<file path="src/rtl/ram_rr_arbiter.sv">
// Round-robin arbiter sharing one RAM port between NREQ cache requesters.
// Latency: grant registered 1 cycle after a request in IDLE; 2-cycle gap between grants.
// Backpressure: the RAM's ramstate gates req_wait; a grant is held until the owner drops
//   its request, or it reaches MAXBEATS completed accesses while someone else waits.
//
// Ports:
//   CLK, nRST            clock, asynchronous active-low reset
//   req_ren/req_wen      per-requester read/write request (index 2c = CPU c I$, 2c+1 = D$)
//   req_addr/req_store   flattened 32-bit address/write data, requester i at [32i+31:32i]
//   req_wait             per-requester wait, low on the cycle that requester's access completes
//   req_load             read data broadcast to all requesters
//   ramREN/ramWEN/ramaddr/ramstore  RAM command side
//   ramload/ramstate     RAM response side (0 FREE, 1 BUSY, 2 ACCESS, 3 ERROR)
//   grant_valid/grant_id current owner of the RAM port
module ram_rr_arbiter #(
  parameter int  NREQ     = 4,
  parameter int  MAXBEATS = 8,
  localparam int IDW      = (NREQ > 1) ? $clog2(NREQ) : 1
) (
  input  logic                CLK,
  input  logic                nRST,
  input  logic [NREQ-1:0]     req_ren,
  input  logic [NREQ-1:0]     req_wen,
  input  logic [NREQ*32-1:0]  req_addr,
  input  logic [NREQ*32-1:0]  req_store,
  output logic [NREQ-1:0]     req_wait,
  output logic [31:0]         req_load,
  output logic                ramREN,
  output logic                ramWEN,
  output logic [31:0]         ramaddr,
  output logic [31:0]         ramstore,
  input  logic [31:0]         ramload,
  input  logic [1:0]          ramstate,
  output logic                grant_valid,
  output logic [IDW-1:0]      grant_id
);

  typedef enum logic [1:0] {
    IDLE    = 2'd0,
    GRANT   = 2'd1,
    RELEASE = 2'd2
  } state_t;

  localparam logic [1:0] RS_ACCESS = 2'd2;

  state_t          state_q;
  logic [IDW-1:0]  rr_ptr_q;
  logic [IDW-1:0]  rr_ptr_d;
  logic [IDW-1:0]  grant_id_q;
  logic [IDW-1:0]  sel_d;
  logic [IDW-1:0]  scan_idx;
  logic [7:0]      beat_cnt_q;
  logic [7:0]      beat_cnt_d;
  logic            grant_valid_q;

  logic [NREQ-1:0] req_vec;
  logic [NREQ-1:0] other_mask;
  logic            any_req;
  logic            g_req;
  logic            others_pending;
  logic            ram_access;
  logic            beat_limit;

  assign req_vec    = req_ren | req_wen;
  assign any_req    = |req_vec;
  assign ram_access = (ramstate == RS_ACCESS);
  assign g_req      = req_vec[grant_id_q];

  always_comb begin
    other_mask             = '1;
    other_mask[grant_id_q] = 1'b0;
  end
  assign others_pending = |(req_vec & other_mask);

  // Scan from the farthest offset down to rr_ptr itself so the closest
  // active requester (in rotation order) is the last one written.
  always_comb begin
    sel_d    = rr_ptr_q;
    scan_idx = rr_ptr_q;
    for (int k = NREQ - 1; k >= 0; k--) begin
      scan_idx = IDW'((int'(rr_ptr_q) + k) % NREQ);
      if (req_vec[scan_idx]) begin
        sel_d = scan_idx;
      end
    end
  end

  assign rr_ptr_d   = (grant_id_q == IDW'(NREQ - 1)) ? '0 : grant_id_q + IDW'(1);
  assign beat_cnt_d = (beat_cnt_q == 8'hFF) ? beat_cnt_q : beat_cnt_q + 8'd1;
  // Counts the access completing this cycle, so the limit bites on the
  // MAXBEATS-th completion rather than one later.
  assign beat_limit = ({1'b0, beat_cnt_q} + 9'd1) >= 9'(MAXBEATS);

  always_ff @(posedge CLK or negedge nRST) begin
    if (!nRST) begin
      state_q       <= IDLE;
      rr_ptr_q      <= '0;
      grant_id_q    <= '0;
      beat_cnt_q    <= '0;
      grant_valid_q <= 1'b0;
    end else begin
      case (state_q)
        IDLE: begin
          if (any_req) begin
            grant_id_q    <= sel_d;
            beat_cnt_q    <= '0;
            state_q       <= GRANT;
            grant_valid_q <= 1'b1;
          end
        end
        GRANT: begin
          if (!g_req) begin
            state_q       <= RELEASE;
            grant_valid_q <= 1'b0;
          end else begin
            if (ram_access) begin
              beat_cnt_q <= beat_cnt_d;
            end
            if (ram_access && beat_limit && others_pending) begin
              state_q       <= RELEASE;
              grant_valid_q <= 1'b0;
            end
          end
        end
        RELEASE: begin
          rr_ptr_q <= rr_ptr_d;
          state_q  <= IDLE;
        end
        default: begin
          state_q       <= IDLE;
          grant_valid_q <= 1'b0;
        end
      endcase
    end
  end

  // The owner's command passes straight through so it can move its address
  // between beats; everything is forced idle outside GRANT.
  always_comb begin
    ramREN   = 1'b0;
    ramWEN   = 1'b0;
    ramaddr  = '0;
    ramstore = '0;
    req_wait = '1;
    req_load = '0;
    if (grant_valid_q) begin
      ramWEN               = req_wen[grant_id_q];
      ramREN               = req_ren[grant_id_q] & ~req_wen[grant_id_q];
      ramaddr              = req_addr[{grant_id_q, 5'd0} +: 32];
      ramstore             = req_store[{grant_id_q, 5'd0} +: 32];
      req_wait[grant_id_q] = ~ram_access;
      req_load             = ramload;
    end
  end

  assign grant_valid = grant_valid_q;
  assign grant_id    = grant_id_q;

endmodule
</file>
<file path="config.mk">
export PLATFORM = sky130hd
export DESIGN_NAME = ram_rr_arbiter
export DESIGN_NICKNAME = d
export VERILOG_FILES = /design/src/rtl/ram_rr_arbiter.sv
export SDC_FILE = /design/constraint.sdc
export NUM_CORES = 1
export LEC_CHECK = 0
export CAP_MARGIN = 20
export CORE_AREA = 2 2 158 160
export DETAILED_ROUTE_END_ITERATION = 7
export DIE_AREA = 0 0 160 162
export MAX_ROUTING_LAYER = met4
export PLACE_DENSITY = 0.46
export SKIP_CTS_REPAIR_TIMING = 1
export SLEW_MARGIN = 15
export SYNTH_ARGS = -nofsm -noshare
export SYNTH_HDL_FRONTEND = slang
export SYNTH_SLANG_ARGS = --single-unit
</file>
<file path="constraint.sdc">
create_clock -name CLK -period 3 [get_ports CLK]
set_input_delay 0.45 -clock CLK [delete_from_list [all_inputs] [get_ports CLK]]
set_output_delay 0.45 -clock CLK [all_outputs]
set_load 0.02 [all_outputs]
</file>
==> results.sh <==
export IMPL_synth_compound_area_share_pct=7.67
export IMPL_clkTransAtPathRegs_ns=0.05
export IMPL_min_period_ns=2.87
export IMPL_placed_cell_area_sq_mm=0.00769
export IMPL_drtPass1Iterations=4
export IMPL_io_pins=405
export IMPL_core_area_sq_mm=0.0241
export IMPL_ys_types=39
export IMPL_clkSinkCount=15
export IMPL_via_count=4300
export IMPL_crit_path_start="grant_id[0]$_DFFE_PN0P_"
export IMPL_area_growth_pct=141
export IMPL_min_period_over_period_pct=95.7
export IMPL_track_usage_pct=16.4
export IMPL_numCtsBuffers=3
export IMPL_slew_violations=0
export IMPL_synthXorXnorAreaFrac_pct=0
export IMPL_grt_pass1_wl_um=31100
export IMPL_avgSynthCellArea_sq_um=10.5
export IMPL_cp_max_fo=15
export IMPL_hold_start="beat_cnt_q[5]$_DFFE_PN0P_"
export IMPL_drv_cap=0
export IMPL_drtAntennaViolNets=0
export IMPL_h_tree_depth=1
export IMPL_muxShareOfSynthArea_pct=48.1
export IMPL_port_buffers=404
export IMPL_worstSetupPathType="reg -> out"
export IMPL_powerDensity_mw_per_mm2=692
export IMPL_syn_num_nets=614
export IMPL_route_detailed_drc=0
export IMPL_netlist_area_sq_mm=0.00323
export IMPL_yosys_warnings=0
export IMPL_tns_ns=0
export IMPL_final_cells=1023
export IMPL_finalPower_uw=5380
export IMPL_clockBufferDepth=2
export IMPL_fp_row_count=57
export IMPL_first_iter_violations=129
export IMPL_crit_family="buffers and inverters"
export IMPL_grt_pass1_vias=4554
export IMPL_die_width_um=160
export IMPL_diodes=0
export IMPL_yosys_area_share_adder_pct=1.94
export IMPL_antenna_found_initial=1
export IMPL_overflow=0
export IMPL_hold_class="reg -> reg"
export IMPL_slowest_stage="dfrtp_4"
export IMPL_final_fill_count=2548
export IMPL_synth_seq_area_share_pct=11.6
export IMPL_fmax_ghz=0.348
export IMPL_die_y_um=162
export IMPL_status="finished, final reports clean"
export IMPL_synth_seq_cells=15
export IMPL_crit_path_max_incr_delay_ns=0.60
export IMPL_cts_root_buf="clkbuf_16"
export IMPL_rsz0062_at_grt="no"
export IMPL_nNetsFinal=1005
export IMPL_reg2reg_from="grant_id[0]$_DFFE_PN0P_"
export IMPL_finalClockSkew_ns=0.000676
export IMPL_ys_flop_type="dfrtp_1"
export IMPL_hold_viol_final=0
export IMPL_critPathArrivalTime_ns=2.42
export IMPL_synth_area_top_cells="mux4_2 47%, and2_1 19%, dfrtp_1 12%"
export IMPL_die_area_sq_mm=0.0259
export IMPL_required_ns=2.55
export IMPL_dp_hpwl_um=18800
export IMPL_cts_tree="done"
export IMPL_clock_latency_ns=0.25
export IMPL_post_route_cell_area_sq_mm=0.00777
export IMPL_start_kind="flop"
export IMPL_vias_per_cell=4.20
export IMPL_wire_per_inst_um=21.2
export IMPL_synth_edf_count=0
export IMPL_globalplace_congestion=0.920
export IMPL_netlist_instances=309
export IMPL_peakVddDrop_mv=0.270
export IMPL_synth_area_leader_cell="mux4_2"
export IMPL_grt_max_degree=56
export IMPL_setup_violations=0
export IMPL_initial_utilization_pct=13.4
export IMPL_synth_simple_area_share_pct=26.5
export IMPL_cellLeakagePower_uw=0.00275
export IMPL_tightest_slew_ns=0.828
export IMPL_path_cells="buf_4 > mux4_2 > and2_1 > clkdlybuf4s50_1"
export IMPL_synth_top_area_share_pct=46.7
export IMPL_dp_cells=1019
export IMPL_max_slew_margin_rel_pct=44.5
export IMPL_async_flop_share_pct=100
export IMPL_endpoint_kind="output port"
export IMPL_drive_above_1_share_pct=13.4
export IMPL_drt_wl_total_um=21700
export IMPL_synth_top_family_by_area="multiplexers"
export IMPL_post_route_util_pct=32.2
export IMPL_path_buf_inv=2
==> state kept, by name, indices dropped and copies added (netlist names) <==
| register | count |
|---|---|
| beat_cnt_q | 8 |
| rr_ptr_q | 2 |
| state_q | 2 |
| grant_id | 2 |
| grant_valid | 1 |
==> synthesized netlist by cell type (3+ instances only) <==
master	count
and2_1	98
mux4_2	67
dfrtp_1	15
clkbuf_1	14
nand2_1	14
nor2_1	14
o21ai_0	13
buf_2	10
a21oi_1	6
ha_1	5
nor3_1	5
inv_1	4
nand2b_1	4
or2_2	4
mux2_2	3
nand3_1	3
==> worst paths after layout <==
path / cells past startpoint / end / slack, ns
worst max-delay path: 4 / ramaddr[19] / 0.13
worst min-delay path: 1 / beat_cnt_q[5]$_DFFE_PN0P_ / 0.55
worst max register to register: 5 / beat_cnt_q[6]$_DFFE_PN0P_ / 0.86
worst min register to register: 1 / beat_cnt_q[5]$_DFFE_PN0P_ / 0.55
max in group asynchronous: 1 / grant_id[0]$_DFFE_PN0P_ / 1.87
min in group asynchronous: 1 / beat_cnt_q[5]$_DFFE_PN0P_ / 0.62
==> cell families (layout without fill, tap and decap cells) <==
logic type / Yosys count / after routing
buf+inv: 32 / 422
mux: 71 / 71
compound gates: 37 / 37
fa+ha+maj: 5 / 5
flops: 15 / 15
simple gates: 149 / 149
==> per-layer routing <==
layer	GRT usage [%]	share of wire, %	vias up
li1	-	-	1967
met1	19.0	39	2122
met2	30.4	54	193
met3	2.83	5.9	18
met4	2.33	1.3	0
met5	-	0	-
==> metrics by stage <==
| step | worst slack, ns | hold WS [ns] |
|---|---|---|
| 2_1_floorplan | 0.585 | 0.154 |
| 3_3_place_gp | 0.364 | 0.526 |
| 3_5_place_dp | 0.366 | 0.541 |
| 4_1_cts | 0.0987 | 0.548 |
| 5_1_grt | 0.0342 | 0.572 |
| 6_report | 0.130 | 0.548 |
==> where the power goes <==
group,leakage [uW],switching [uW],internal [uW]
Combinational,0.00252,2150,2560
Clock,0.0000382,84.7,180
Sequential,0.000193,135,272
==> area by class of cell <==
cell class	instances	area [sq um]	share of cell area (%)
flip-flops and latches	15	384	4.94
clock buffers	4	78.8	1.01
repair buffers	413	4170	53.6
multi-input cells	262	2720	35.0
inverters	5	18.8	0.241
well taps	324	405	5.21
==> cells in the final DEF (no fill, tap or decap), drive strengths merged <==
cell type	netlist	final
nor3	5	5
o41ai	1	1
mux2i	1	1
o221ai	1	1
a21o	2	2
o21bai	1	1
o22a	2	2
nand3	3	3
o21a	1	1
o31ai	2	2
clkbuf	14	4
o22ai	1	1
and4	1	1
buf	13	11
a311o	2	2
or2	4	4
o21ai	13	13
a21oi	6	6
nand4	2	2
dfrtp	15	15
a22o	1	1
o211ai	1	1
nand2b	4	4
mux4	67	67
nor4	1	1
clkdlybuf4s50	0	402
ha	5	5
and3	2	2
o221a	1	1
mux2	3	3
a311oi	1	1
nand2	14	14
and2	98	98
inv	5	5
o32a	1	1
nor2	15	15
Note: power is estimated with default switching activity, not from simulation.
